`config.mk`:
```
export PLATFORM = sky130hd
export DESIGN_NAME = card_cmd_sequencer_flat
export DESIGN_NICKNAME = d
export VERILOG_FILES = /design/src/rtl/card_cmd_sequencer_if.sv /design/src/rtl/card_cmd_sequencer.sv /design/src/flat_wrapper.sv
export SDC_FILE = /design/constraint.sdc
export NUM_CORES = 1
export LEC_CHECK = 0
export ABC_CLOCK_PERIOD_IN_PS = 2290
export CAP_MARGIN = 0
export CORE_UTILIZATION = 35
export CTS_CLUSTER_DIAMETER = 120
export CTS_CLUSTER_SIZE = 8
export DETAILED_ROUTE_END_ITERATION = 7
export MAX_ROUTING_LAYER = met4
export PLACE_DENSITY = 0.62
export SLEW_MARGIN = 20
export SYNTH_ARGS = -nofsm -noshare
export SYNTH_HDL_FRONTEND = slang
export SYNTH_SLANG_ARGS = --single-unit
export TNS_END_PERCENT = 50
```
`constraint.sdc`:
```
create_clock -name CLOCK50 -period 2.29 [get_ports CLOCK50]
set_clock_uncertainty 0.1 [all_clocks]
set_input_delay 0.458 -clock CLOCK50 [delete_from_list [all_inputs] [get_ports CLOCK50]]
set_output_delay 0.458 -clock CLOCK50 [all_outputs]
set_load 0.01 [all_outputs]
```
`src/rtl/card_cmd_sequencer_if.sv`:
```
// card_cmd_sequencer_if: UART byte stream, response byte and card-driver request signals
interface card_cmd_sequencer_if;
    logic        RX_STB;
    logic [7:0]  RX_DAT;
    logic        TX_STB;
    logic [7:0]  TX_DAT;
    logic        TX_ACK;
    logic        WR_STB;
    logic [31:0] WR_ADDR;
    logic [31:0] WR_LENGTH;
    logic        WR_ACK;
    logic        RD_STB;
    logic [31:0] RD_ADDR;
    logic [31:0] RD_LENGTH;
    logic        RD_ACK;
    logic        DRV_BUSY;
    logic        CMD_ACTIVE;
    modport master (
        input  RX_STB, RX_DAT, TX_ACK, WR_ACK, RD_ACK, DRV_BUSY,
        output TX_STB, TX_DAT, WR_STB, WR_ADDR, WR_LENGTH, RD_STB, RD_ADDR, RD_LENGTH, CMD_ACTIVE
    );
    modport slave (
        output RX_STB, RX_DAT, TX_ACK, WR_ACK, RD_ACK, DRV_BUSY,
        input  TX_STB, TX_DAT, WR_STB, WR_ADDR, WR_LENGTH, RD_STB, RD_ADDR, RD_LENGTH, CMD_ACTIVE
    );
endinterface

```
`src/rtl/card_cmd_sequencer.sv`:
```
// card_cmd_sequencer: parses 9-byte UART command frames into card-driver read/write requests and answers K/E/T
module card_cmd_sequencer #(
    parameter int unsigned TIMEOUT_CYC = 5000000,
    parameter logic [31:0] MAX_LENGTH  = 32'h00FFFFFF
) (
    input logic                  CLOCK50,
    input logic                  nRESET,
    card_cmd_sequencer_if.master bus
);
    localparam int TW = (TIMEOUT_CYC > 1) ? $clog2(TIMEOUT_CYC) : 1;
    localparam logic [7:0] OP_W = 8'h77;
    localparam logic [7:0] OP_R = 8'h72;
    localparam logic [7:0] RSP_K = 8'h4B;
    localparam logic [7:0] RSP_E = 8'h45;
    localparam logic [7:0] RSP_T = 8'h54;
    typedef enum logic [2:0] {IDLE, ADDR, LEN, CHECK, ISSUE, WAIT_START, WAIT_DONE, RESP} state_t;
    state_t          state, state_nxt;
    logic            is_wr;
    logic [31:0]     addr_sh, len_sh;
    logic [1:0]      byte_cnt;
    logic [TW-1:0]   tmo_cnt;
    logic [3:0]      start_cnt;
    logic            in_hdr, timeout, len_bad;
    assign in_hdr  = state == ADDR || state == LEN;
    // an arriving byte always beats a simultaneous expiry
    assign timeout = in_hdr && !bus.RX_STB && tmo_cnt == TW'(TIMEOUT_CYC - 1);
    assign len_bad = len_sh == '0 || len_sh > MAX_LENGTH;
    always_ff @(posedge CLOCK50 or negedge nRESET) begin
        if (!nRESET)
            state <= IDLE;
        else
            state <= state_nxt;
    end
    always_comb begin
        state_nxt = state;
        case (state)
            IDLE:       state_nxt = bus.RX_STB && (bus.RX_DAT == OP_W || bus.RX_DAT == OP_R) ? ADDR : IDLE;
            ADDR:       state_nxt = timeout ? RESP : bus.RX_STB && byte_cnt == 2'd3 ? LEN : ADDR;
            LEN:        state_nxt = timeout ? RESP : bus.RX_STB && byte_cnt == 2'd3 ? CHECK : LEN;
            CHECK:      state_nxt = len_bad ? RESP : ISSUE;
            ISSUE:      state_nxt = (is_wr ? bus.WR_ACK : bus.RD_ACK) ? WAIT_START : ISSUE;
            // drivers may never raise BUSY on short transfers, so give up waiting after 16 cycles
            WAIT_START: state_nxt = bus.DRV_BUSY || start_cnt == 4'd15 ? WAIT_DONE : WAIT_START;
            WAIT_DONE:  state_nxt = bus.DRV_BUSY ? WAIT_DONE : RESP;
            RESP:       state_nxt = bus.TX_ACK ? IDLE : RESP;
            default:    state_nxt = IDLE;
        endcase
    end
    always_comb begin
        bus.WR_STB     = state == ISSUE && is_wr;
        bus.RD_STB     = state == ISSUE && !is_wr;
        bus.TX_STB     = state == RESP;
        bus.CMD_ACTIVE = state != IDLE;
    end
    always_ff @(posedge CLOCK50 or negedge nRESET) begin
        if (!nRESET) begin
            is_wr         <= 1'b0;
            addr_sh       <= '0;
            len_sh        <= '0;
            byte_cnt      <= '0;
            tmo_cnt       <= '0;
            start_cnt     <= '0;
            bus.TX_DAT    <= '0;
            bus.WR_ADDR   <= '0;
            bus.WR_LENGTH <= '0;
            bus.RD_ADDR   <= '0;
            bus.RD_LENGTH <= '0;
        end else begin
            if (state == IDLE) begin
                byte_cnt <= '0;
                tmo_cnt  <= '0;
                if (bus.RX_STB)
                    is_wr <= bus.RX_DAT == OP_W;
            end
            if (in_hdr) begin
                tmo_cnt <= bus.RX_STB ? '0 : tmo_cnt + 1'b1;
                if (bus.RX_STB) begin
                    byte_cnt <= byte_cnt + 2'd1;
                    if (state == ADDR)
                        addr_sh <= {addr_sh[23:0], bus.RX_DAT};
                    else
                        len_sh <= {len_sh[23:0], bus.RX_DAT};
                end
            end
            start_cnt <= state == WAIT_START ? start_cnt + 4'd1 : 4'd0;
            if (state == CHECK && !len_bad) begin
                if (is_wr) begin
                    bus.WR_ADDR   <= addr_sh;
                    bus.WR_LENGTH <= len_sh;
                end else begin
                    bus.RD_ADDR   <= addr_sh;
                    bus.RD_LENGTH <= len_sh;
                end
            end
            if (state != RESP && state_nxt == RESP)
                bus.TX_DAT <= state == CHECK ? RSP_E : state == WAIT_DONE ? RSP_K : RSP_T;
        end
    end
endmodule
```
`src/flat_wrapper.sv`:
```
// flat-port wrapper written by rule: the top's interface ports become plain ports
module card_cmd_sequencer_flat 
#(
    parameter int unsigned TIMEOUT_CYC = 5000000,
    parameter logic [31:0] MAX_LENGTH  = 32'h00FFFFFF
)
  (CLOCK50, nRESET, bus_RX_STB, bus_RX_DAT, bus_TX_ACK, bus_WR_ACK, bus_RD_ACK, bus_DRV_BUSY, bus_TX_STB, bus_TX_DAT, bus_WR_STB, bus_WR_ADDR, bus_WR_LENGTH, bus_RD_STB, bus_RD_ADDR, bus_RD_LENGTH, bus_CMD_ACTIVE);
  card_cmd_sequencer_if bus_i ();
  input logic CLOCK50;
  input logic nRESET;
  input wire logic [$bits(bus_i.RX_STB)-1:0] bus_RX_STB;
  input wire logic [$bits(bus_i.RX_DAT)-1:0] bus_RX_DAT;
  input wire logic [$bits(bus_i.TX_ACK)-1:0] bus_TX_ACK;
  input wire logic [$bits(bus_i.WR_ACK)-1:0] bus_WR_ACK;
  input wire logic [$bits(bus_i.RD_ACK)-1:0] bus_RD_ACK;
  input wire logic [$bits(bus_i.DRV_BUSY)-1:0] bus_DRV_BUSY;
  output wire logic [$bits(bus_i.TX_STB)-1:0] bus_TX_STB;
  output wire logic [$bits(bus_i.TX_DAT)-1:0] bus_TX_DAT;
  output wire logic [$bits(bus_i.WR_STB)-1:0] bus_WR_STB;
  output wire logic [$bits(bus_i.WR_ADDR)-1:0] bus_WR_ADDR;
  output wire logic [$bits(bus_i.WR_LENGTH)-1:0] bus_WR_LENGTH;
  output wire logic [$bits(bus_i.RD_STB)-1:0] bus_RD_STB;
  output wire logic [$bits(bus_i.RD_ADDR)-1:0] bus_RD_ADDR;
  output wire logic [$bits(bus_i.RD_LENGTH)-1:0] bus_RD_LENGTH;
  output wire logic [$bits(bus_i.CMD_ACTIVE)-1:0] bus_CMD_ACTIVE;
  assign bus_i.RX_STB = bus_RX_STB;
  assign bus_i.RX_DAT = bus_RX_DAT;
  assign bus_i.TX_ACK = bus_TX_ACK;
  assign bus_i.WR_ACK = bus_WR_ACK;
  assign bus_i.RD_ACK = bus_RD_ACK;
  assign bus_i.DRV_BUSY = bus_DRV_BUSY;
  assign bus_TX_STB = bus_i.TX_STB;
  assign bus_TX_DAT = bus_i.TX_DAT;
  assign bus_WR_STB = bus_i.WR_STB;
  assign bus_WR_ADDR = bus_i.WR_ADDR;
  assign bus_WR_LENGTH = bus_i.WR_LENGTH;
  assign bus_RD_STB = bus_i.RD_STB;
  assign bus_RD_ADDR = bus_i.RD_ADDR;
  assign bus_RD_LENGTH = bus_i.RD_LENGTH;
  assign bus_CMD_ACTIVE = bus_i.CMD_ACTIVE;
  card_cmd_sequencer #(.TIMEOUT_CYC(TIMEOUT_CYC), .MAX_LENGTH(MAX_LENGTH)) u_core (.CLOCK50(CLOCK50), .nRESET(nRESET), .bus(bus_i));
endmodule
```
==> metrics.yaml <==
synthesis.area_sq_um: 9720
layout-drive-gt1-share_pct: 36.2
min_period_ns: 2.27
dieArea_sq_um: 28400
cts-root-buf: "clkbuf_16"
h-tree-depth: 2
grt_max_degree: 57
place_area_sq_um: 12200
ant_nets: 0
grt_use_met3_pct: 3.20
fp.coreArea_sq_um: 27100
ir_drop_mv: 0.441
cp_data_required_time_ns: 2.57
cts_tree: "done"
finalSetupViolCount: 0
synth_edf_count: 0
tns_ns: 0
worstSetupEndpointType: "flip-flop"
final_common_cell: "dfrtp_1"
antenna_found_initial: 1
critPathKind: "reg -> reg"
die_width_microns: 169
finish.instance_area_sq_um: 13400
power_density_nw_per_um2: 1110
slew_violations: 0
cts_inserted_buffers: 34
setup_ws_ns: 0.0227
area_growth_pct: 38.1
r2r_setup_slack_ns: 0.02
hold_violations: 0
min_path_type: "reg -> reg"
use_met2_pct: 24.2
layout.core_utilization_pct: 49.5
initial_core_util_pct: 35.9
synth_flop_cell: "dfrtp_1"
finalCritPeriodShare_pct: 99.0
path_clk_slew_ns: 0.05
synthArstFlopShare_pct: 100
holdPathStages: 1
rsz0062_at_grt: "yes"
cp.arrival_ns: 2.55
top_usage_layer: "met2"
synth-seq-cells: 230
final_nets: 916
hold_start: "u_core.start_cnt[0]"
grt_overflow: 0
cts_sinks: 230
ys_types: 57
p_leak_nw: 6.46
row_count: 60
final_cell_mix: "dfrtp_1 (227), clkdlybuf4s50_1 (147), mux2_4 (104), mux2_2 (73), buf_4 (58)"
die_height_microns: 169
io_buffers: 152
ff2ff_path_depth: 6
grt_pass1_vias: 6246
startpoint_type: "flip-flop"
netlist_instances: 659
ios: 155
yosysWarningCount: 0
drt-wirelength-per-cell_microns: 18.0
status: "finished clean"
first_pass_iters: 4
avgSynthCellArea_sq_um: 14.7
holdPathEnd: "u_core.start_cnt[0]"
n_fill_cell: 2333
reg2reg_to: "u_core.bus.RD_ADDR[2]"
grt_pass1_wl_microns: 36200
track_usage_pct: 16.5
drtIter0Drc: 372
vias_per_cell: 4.80
seq_area_frac_synth_pct: 59.2
vias: 6112
cts_buffer_depth: 3
worstPathMaxFanout: 8
pre_cts_ws_ns: -0.323
r2r_start: "u_core.len_sh[28]"
drv_cap: 0
fmax_mhz: 441
wl_microns: 23000
drc: 0
gp_congestion: 0.820
grtUsageMet1_pct: 23.4
hpwl_microns: 15000
clk-insertion-delay-late_ns: 0.50
==> logic make-up after synthesis <==
family,Yosys count,synth area share [%]
mux,178,24.6
other cells,1,0.0386
buf+inv,40,2.65
compound gates,60,3.91
simple gates,136,8.16
xor+xnor,11,1.07
flops,230,59.2
fa+ha+maj,3,0.386
==> metrics by stage <==
step | power (W) | hold WS (ns) | cells
final | 0.0149 | 0.356 | 1274
after global routing | 0.0157 | 0.374 | 1273
after CTS | 0.0148 | 0.359 | 1261
after detailed placement | 0.0102 | 0.332 | 1219
after global placement | 0.0101 | 0.331 | 1219
after floorplan | 0.00799 | 0.0624 | 660
==> flip-flops by register name (all words and copies together) (netlist names) <==
name and count:
u_core.addr_sh 32, u_core.bus.RD_ADDR 32, u_core.bus.RD_LENGTH 32, u_core.bus.WR_ADDR 32
u_core.bus.WR_LENGTH 32, u_core.len_sh 32, u_core.tmo_cnt 23, u_core.bus.TX_DAT 5
u_core.start_cnt 4, u_core.state 3, u_core.byte_cnt 2, u_core.is_wr 1
==> power breakdown <==
part           internal [W]  leakage, nW  switching (W)  total, W
Clock               0.00272        0.452        0.00169   0.00442
Sequential          0.00505         3.08       0.000777   0.00583
Combinational       0.00274         2.92        0.00189   0.00463
==> synth_stat cells, types with 3 or more instances <==
master,count,area (sq um)
nor2_1,23,86.3
o31ai_1,5,37.5
nand3_1,13,65.1
buf_2,5,25.0
inv_1,8,30.0
nor2b_1,3,18.8
xnor2_1,3,26.3
buf_4,5,37.5
or3_1,3,18.8
nor4_1,7,43.8
nand2_1,26,97.6
mux2_4,102,1530
mux2_2,73,822
a21oi_1,13,65.1
dfrtp_1,230,5760
and4_1,3,26.3
and3_1,9,56.3
clkbuf_1,11,41.3
nand4_1,5,31.3
buf_6,11,124
a31oi_1,5,31.3
ha_1,3,37.5
o21ai_0,19,95.1
and2_1,18,113
nand2b_1,7,43.8
xor2_1,7,61.3
==> how the worst max path moves through the flow <==
stage                           start  cells after the start  slack, ns                    end
global route        u_core.len_sh[28]                      6      -0.06  u_core.bus.RD_ADDR[2]
finish              u_core.len_sh[28]                      6       0.02  u_core.bus.RD_ADDR[2]
floorplan           u_core.tmo_cnt[0]                      8       0.18   u_core.bus.TX_DAT[3]
CTS                   u_core.state[1]                      7      0.004   u_core.bus.TX_DAT[3]
global placement           bus_RX_STB                      7      -0.32   u_core.bus.TX_DAT[3]
detailed placement         bus_RX_STB                      7      -0.32   u_core.bus.TX_DAT[3]
==> what timing repair did <==
item	4_1_cts	5_1_grt
pin swaps	0	6
gates cloned	0	7
endpoints found under the hold margin	51	0
setup buffers	3	4
hold buffers	1	0
endpoints found under the setup margin	24	90
gates resized for setup	10	18
==> worst max-delay path, cell delays in order (launching register included) <==
cell       delay [ns]
dfrtp_1          0.38
nor4_2           0.30
nand3_1          0.17
or4_4            0.57
buf_12           0.17
clkbuf_16        0.17
mux2_4           0.29
==> routing by layer <==
metal	wire (microns)	part of all wire, %	vias up
li1	-	-	2827
met1	11200	49	3116
met4	325	1.4	0
met5	0	0	-
met2	10300	45	146
met3	1100	4.8	23
==> final cells by class <==
class | count | area (sq um) | area share, %
flip-flops and latches | 230 | 5760 | 42.9
multi-input cells | 390 | 3820 | 28.5
repair buffers | 234 | 2420 | 18.0
clock buffers | 36 | 890 | 6.63
well taps | 372 | 465 | 3.47
clock inverters | 2 | 32.5 | 0.242
inverters | 8 | 30.0 | 0.224
diodes | 2 | 5.00 | 0.0373
No activity file was read; power rests on OpenSTA's default activity.
